==> src/rtl/sd_arith_pkg.sv <==
// sd_arith_pkg: signed-digit codes, FSM state type and width helper for the digit multiplier.
package sd_arith_pkg;
  localparam logic [1:0] SD_POS  = 2'b10;
  localparam logic [1:0] SD_NEG  = 2'b01;
  localparam logic [1:0] SD_ZERO = 2'b00;
  typedef enum logic [1:0] {IDLE, ACCUM, DONE} sd_state_t;
  function automatic int sd_aw(input int width, input int digits);
    return width + digits;
  endfunction
endpackage

==> src/rtl/sd_digit_select.sv <==
// sd_digit_select: partial product d*X of a redundant vector; -1 swaps plus/minus, illegal code acts as 0.
module sd_digit_select
  import sd_arith_pkg::*;
#(
  parameter int WIDTH = 4
) (
  input  logic [1:0]       digit,
  input  logic [WIDTH-1:0] x_plus,
  input  logic [WIDTH-1:0] x_minus,
  output logic [WIDTH-1:0] pp_plus,
  output logic [WIDTH-1:0] pp_minus,
  output logic             illegal
);
  always_comb begin
    pp_plus  = digit == SD_POS ? x_plus  : digit == SD_NEG ? x_minus : '0;
    pp_minus = digit == SD_POS ? x_minus : digit == SD_NEG ? x_plus  : '0;
    illegal  = digit == 2'b11;
  end
endmodule

==> src/rtl/sd_digit_mult_acc.sv <==
// sd_digit_mult_acc: handshaked MSF signed-digit multiply-accumulate, acc = 2*acc + d*X.
// Defining SDVM_COLLAPSE_EN adds the registered two's-complement output result_tc.
module sd_digit_mult_acc
  import sd_arith_pkg::*;
#(
  parameter int WIDTH  = 4,
  parameter int DIGITS = 4
) (
  input  logic                    clk,
  input  logic                    rst_n,
  input  logic                    start,
  input  logic [WIDTH-1:0]        vec_in_plus,
  input  logic [WIDTH-1:0]        vec_in_minus,
  input  logic                    digit_valid,
  output logic                    digit_ready,
  input  logic [1:0]              digit_select,
  output logic                    result_valid,
  input  logic                    result_ready,
  output logic [WIDTH+DIGITS-1:0] vec_out_plus,
  output logic [WIDTH+DIGITS-1:0] vec_out_minus,
  output logic                    digit_err
`ifdef SDVM_COLLAPSE_EN
  ,
  output logic [WIDTH+DIGITS:0]   result_tc
`endif
);
  localparam int AW = sd_aw(WIDTH, DIGITS);
  localparam int CW = $clog2(DIGITS + 1);
  sd_state_t state;
  logic [CW-1:0] cnt;
  logic [WIDTH-1:0] x_plus, x_minus, pp_plus, pp_minus;
  logic illegal, take, last;
  logic [AW-1:0] nxt_plus, nxt_minus;
  sd_digit_select #(.WIDTH(WIDTH)) u_sel (
    .digit(digit_select),
    .x_plus(x_plus),
    .x_minus(x_minus),
    .pp_plus(pp_plus),
    .pp_minus(pp_minus),
    .illegal(illegal)
  );
  assign take         = state == ACCUM && digit_valid;
  assign last         = cnt == CW'(DIGITS - 1);
  assign nxt_plus     = (vec_out_plus << 1) + AW'(pp_plus);
  assign nxt_minus    = (vec_out_minus << 1) + AW'(pp_minus);
  assign digit_ready  = state == ACCUM;
  assign result_valid = state == DONE;
  // Accumulators double as the outputs so they hold in IDLE until the next start.
  always_ff @(posedge clk or negedge rst_n) begin
    if (!rst_n) begin
      state         <= IDLE;
      cnt           <= '0;
      x_plus        <= '0;
      x_minus       <= '0;
      vec_out_plus  <= '0;
      vec_out_minus <= '0;
      digit_err     <= 1'b0;
`ifdef SDVM_COLLAPSE_EN
      result_tc     <= '0;
`endif
    end else begin
      if (state == IDLE && start) begin
        state         <= ACCUM;
        cnt           <= '0;
        x_plus        <= vec_in_plus;
        x_minus       <= vec_in_minus;
        vec_out_plus  <= '0;
        vec_out_minus <= '0;
        digit_err     <= 1'b0;
`ifdef SDVM_COLLAPSE_EN
        result_tc     <= '0;
`endif
      end
      if (take) begin
        vec_out_plus  <= nxt_plus;
        vec_out_minus <= nxt_minus;
        digit_err     <= digit_err | illegal;
        cnt           <= cnt + 1'b1;
        if (last) state <= DONE;
`ifdef SDVM_COLLAPSE_EN
        if (last) result_tc <= {1'b0, nxt_plus} - {1'b0, nxt_minus};
`endif
      end
      if (state == DONE && result_ready) state <= IDLE;
    end
  end
endmodule

==> config.mk <==
export PLATFORM = sky130hd
export DESIGN_NAME = sd_digit_mult_acc
export DESIGN_NICKNAME = d
export VERILOG_FILES = /design/src/rtl/sd_arith_pkg.sv /design/src/rtl/sd_digit_select.sv /design/src/rtl/sd_digit_mult_acc.sv
export SDC_FILE = /design/constraint.sdc
export NUM_CORES = 1
export LEC_CHECK = 0
export CAP_MARGIN = 20
export CORE_AREA = 5 5 65 67
export CTS_CLUSTER_SIZE = 20
export DETAILED_ROUTE_END_ITERATION = 10
export DIE_AREA = 0 0 70 72
export GPL_TIMING_DRIVEN = 0
export PLACE_DENSITY_LB_ADDON = 0.12
export SETUP_SLACK_MARGIN = 0.4
export SKIP_LAST_GASP = 1
export SLEW_MARGIN = 5
export SYNTH_ARGS = -nofsm -noshare
export SYNTH_HDL_FRONTEND = slang
export SYNTH_SLANG_ARGS = --single-unit
==> constraint.sdc <==
create_clock -name clk -period 4.66 [get_ports clk]
set_clock_uncertainty 0.15 [all_clocks]
set_input_delay 1.165 -clock clk [delete_from_list [all_inputs] [get_ports clk]]
set_output_delay 1.165 -clock clk [all_outputs]
set_load 0.01 [all_outputs]
==> impl_metrics.csv <==
group,metric,value,unit
synthesis,synth-xor-area-share,5.09,%
pwr,pwr_density_cell,609,nW/um^2
finish,area_delta_synth_final,28.8,%
sta,worst_pin_slew,0.679,ns
synthesis,synthMuxAreaShare,5.82,%
synthesis,synthCells,141,
sta,rsz0062_at_grt,"false",
clock_tree,postCtsSetupRepairBufs,0,
synthesis,synth_compound_area_share,15.6,%
placement,dp.cells,222,
synthesis,syn_nets,168,
finish,fin_util,55.7,%
worst_setup_path,critPathSlowestCell,"clkdlybuf4s50_1",
sta,period_share,71.1,%
worst_setup_path,path_class,"primary input to register",
floorplanning,initial_core_util,43.3,%
pwr,ir_drop,319,uV
synthesis,syn_area_per_cell,11.0,um^2
sta,finalSetupViolations,0,
synthesis,synthesis.area,1550,um^2
routing,firstDrtPassIters,3,
sta,hold_viol,0,
synthesis,synth_cell_types,28,
routing,drtIter0Drc,49,
clock_tree,h-tree-depth,2,
finish,nNetsFinal,208,
floorplanning,num_rows,22,
outcome,status,"finished clean",
sta,setup_tns,0,ns
sta,slew_violations,0,
job,drv_cap,0,
synthesis,synth_top_family_by_area,"compound AO/OA/AOI/OAI gates",
synthesis,ys_seq_area_share,48.5,%
routing,drc,0,
synthesis,yosys_warnings,0,
floorplanning,ios,34,
floorplanning,dieHeight,72,um
routing,drt-wirelength-per-cell,13.7,um
sta,setup_slack,1.35,ns
global_routing,antenna_found_initial,0,
finish,drive_gt1_share,11.5,%
sta,fmax,302,MHz
worst_setup_path,cp.required,4.71,ns
pwr,power,1210,uW
worst_setup_path,path_cells,"clkdlybuf4s50_1 > nor2b_1 > clkbuf_1 > a22o_1 > ha_1 > fa_1 > a21o_1 > nand4_1 > xor2_1 > o21ai_0",
clock_tree,cts_hold_buffers,0,
global_routing,grt_pass1_wl,5440,um
clock_tree,clk_latency,0.32,ns
hold_path,hold_path_class,"register to register",
finish,num_antenna_cells,0,
clock_tree,cts_tree,"done",
global_routing,grt_usage,13.7,%
routing,viasPerCell,5.13,
clock_tree,path_clk_slew,0.10,ns
worst_setup_path,slowest_delay,0.44,ns
global_routing,grt_max_degree,31,
placement,hpwl,2360,um
clock_tree,cts_buffers,5,
worst_setup_path,critPathArrivalTime,3.37,ns
floorplanning,core-area,3580,um^2
worst_setup_path,path_max_fanout,8,
synthesis,ys_seq_elements,30,
routing,postRouteAntennaNets,0,
sta,fin_crit,3.31,ns
global_routing,grt_overflow,0,
routing,vias,1181,
finish,stdcell_count,230,
clock_tree,cts-root-buf,"clkbuf_4",
placement,pre_cts_ws,1.01,ns
placement,gp_congestion,0.743,
synthesis,synth_simple_gate_area_share,11.6,%
floorplanning,die_w,70,um
clock_tree,post_cts_resized,0,
routing,routed_wl,3160,um
placement,io_buffers,33,
worst_setup_path,path_delay_family,"buffers and inverters",
worst_setup_path,startpoint_type,"primary input",
worst_setup_path,path_buf_inv,2,
worst_setup_path,end_kind,"register",
clock_tree,cts_sinks,30,
pwr,p_leak,0.000898,uW
floorplanning,die_area,5040,um^2
sta,slew_headroom,54.7,%
synthesis,synthAdderAreaFrac,10.7,%
global_routing,grt_pass1_vias,1188,
clock_tree,cts_buffer_depth,2,
-- stage by stage --
step | hold WS, ns | area [um^2]
2_1_floorplan | 0.300 | 1550
3_3_place_gp | 0.309 | 1940
3_5_place_dp | 0.319 | 1930
4_1_cts | 0.342 | 1990
5_1_grt | 0.373 | 1990
6_report | 0.334 | 1990
-- path summary, 6_finish.rpt --
kind                       slack [ns]  depth (start not counted)                to              from
max in group asynchronous        3.20                          1        x_minus[1]             rst_n
min in group asynchronous        0.72                          1   vec_out_plus[7]             rst_n
hold / removal                   0.33                          2  vec_out_minus[7]  vec_out_minus[7]
hold reg to reg                  0.33                          2  vec_out_minus[7]  vec_out_minus[7]
setup / recovery                 1.35                         10  vec_out_minus[7]   digit_select[0]
setup reg to reg                 2.59                          7  vec_out_minus[7]         x_plus[1]
-- where the power goes --
| group | switching (uW) | total (uW) | leakage [uW] | internal (uW) |
|---|---|---|---|---|
| Sequential | 119 | 499 | 0.000380 | 380 |
| Clock | 90.3 | 163 | 0.0000353 | 73.1 |
| Combinational | 244 | 552 | 0.000483 | 308 |
-- state kept, by name, summed over array words and instances, names as in the netlist --
signal,flops
cnt,3
x_minus,4
vec_out_minus,8
state,2
digit_err,1
vec_out_plus,8
x_plus,4
-- cells in the mapped netlist --
cell	number	area share, %
a21o_1	3	1.5
a21oi_1	5	1.6
a22o_1	11	6.2
a22oi_1	2	0.97
and2b_2	1	0.57
and3b_1	1	0.57
buf_2	1	0.32
buf_4	2	0.97
clkbuf_1	3	0.73
dfrtp_1	30	49
fa_1	2	2.6
ha_1	10	8.1
inv_1	3	0.73
mux2_2	8	5.8
nand2_1	21	5.1
nand2b_1	1	0.40
nand3_1	3	0.97
nand4_1	2	0.81
nor2_1	1	0.24
nor2_4	1	0.73
nor2b_1	3	1.2
nor3b_1	1	0.49
o211ai_1	1	0.49
o21ai_0	14	4.5
o21ai_1	1	0.32
or4_1	1	0.49
xnor2_1	4	2.3
xor2_1	5	2.8
-- tightest hold or removal path: stages (launching register included) --
cell and delay, ns:
dfrtp_1 0.35, nand2_1 0.04, o21ai_0 0.06
-- routing by layer --
metal	global-route usage [%]	up-vias	share of wire, %	wire, um
met3	4.85	5	5.4	170
met2	21.8	28	46	1470
met1	17.6	570	47	1470
li1	-	578	-	-
met5	0	-	0	0
met4	4.47	0	1.6	51
-- final cells by class --
class                      instances  area [um^2]
tap                               48         60.1
clock inverter                     1         5.00
fill                             348         1590
inverter                           3         11.3
clock buffer                       7         55.1
buffer                             6         31.3
sequential                        30          751
timing repair buffer              33          325
multi-input combinational        102          754
-- kinds of logic (layout without fill, tap and decap cells) --
kind of cell / after synthesis / in the layout
compound gates: 37 / 37
simple gates: 36 / 36
flops: 30 / 30
fa+ha+maj: 12 / 12
xor+xnor: 9 / 9
mux: 8 / 8
buf+inv: 9 / 50
-- layout by cell type (no fill, tap or decap) --
cell type and count:
a21o_1 3, a21oi_1 5, a22o_1 11, a22oi_1 2
and2b_2 1, and3b_1 1, buf_2 2, buf_4 2
clkbuf_1 4, clkbuf_4 5, clkbuf_8 1, clkdlybuf4s50_1 32
clkinv_2 1, dfrtp_1 30, fa_1 2, ha_1 10
inv_1 3, mux2_2 8, nand2_1 21, nand2b_1 1
nand3_1 3, nand4_1 2, nor2_1 1, nor2_4 1
nor2b_1 3, nor3b_1 1, o211ai_1 1, o21ai_0 14
o21ai_1 1, or4_1 1, xnor2_1 4, xor2_1 5
Power figures use the tool's default switching activity.
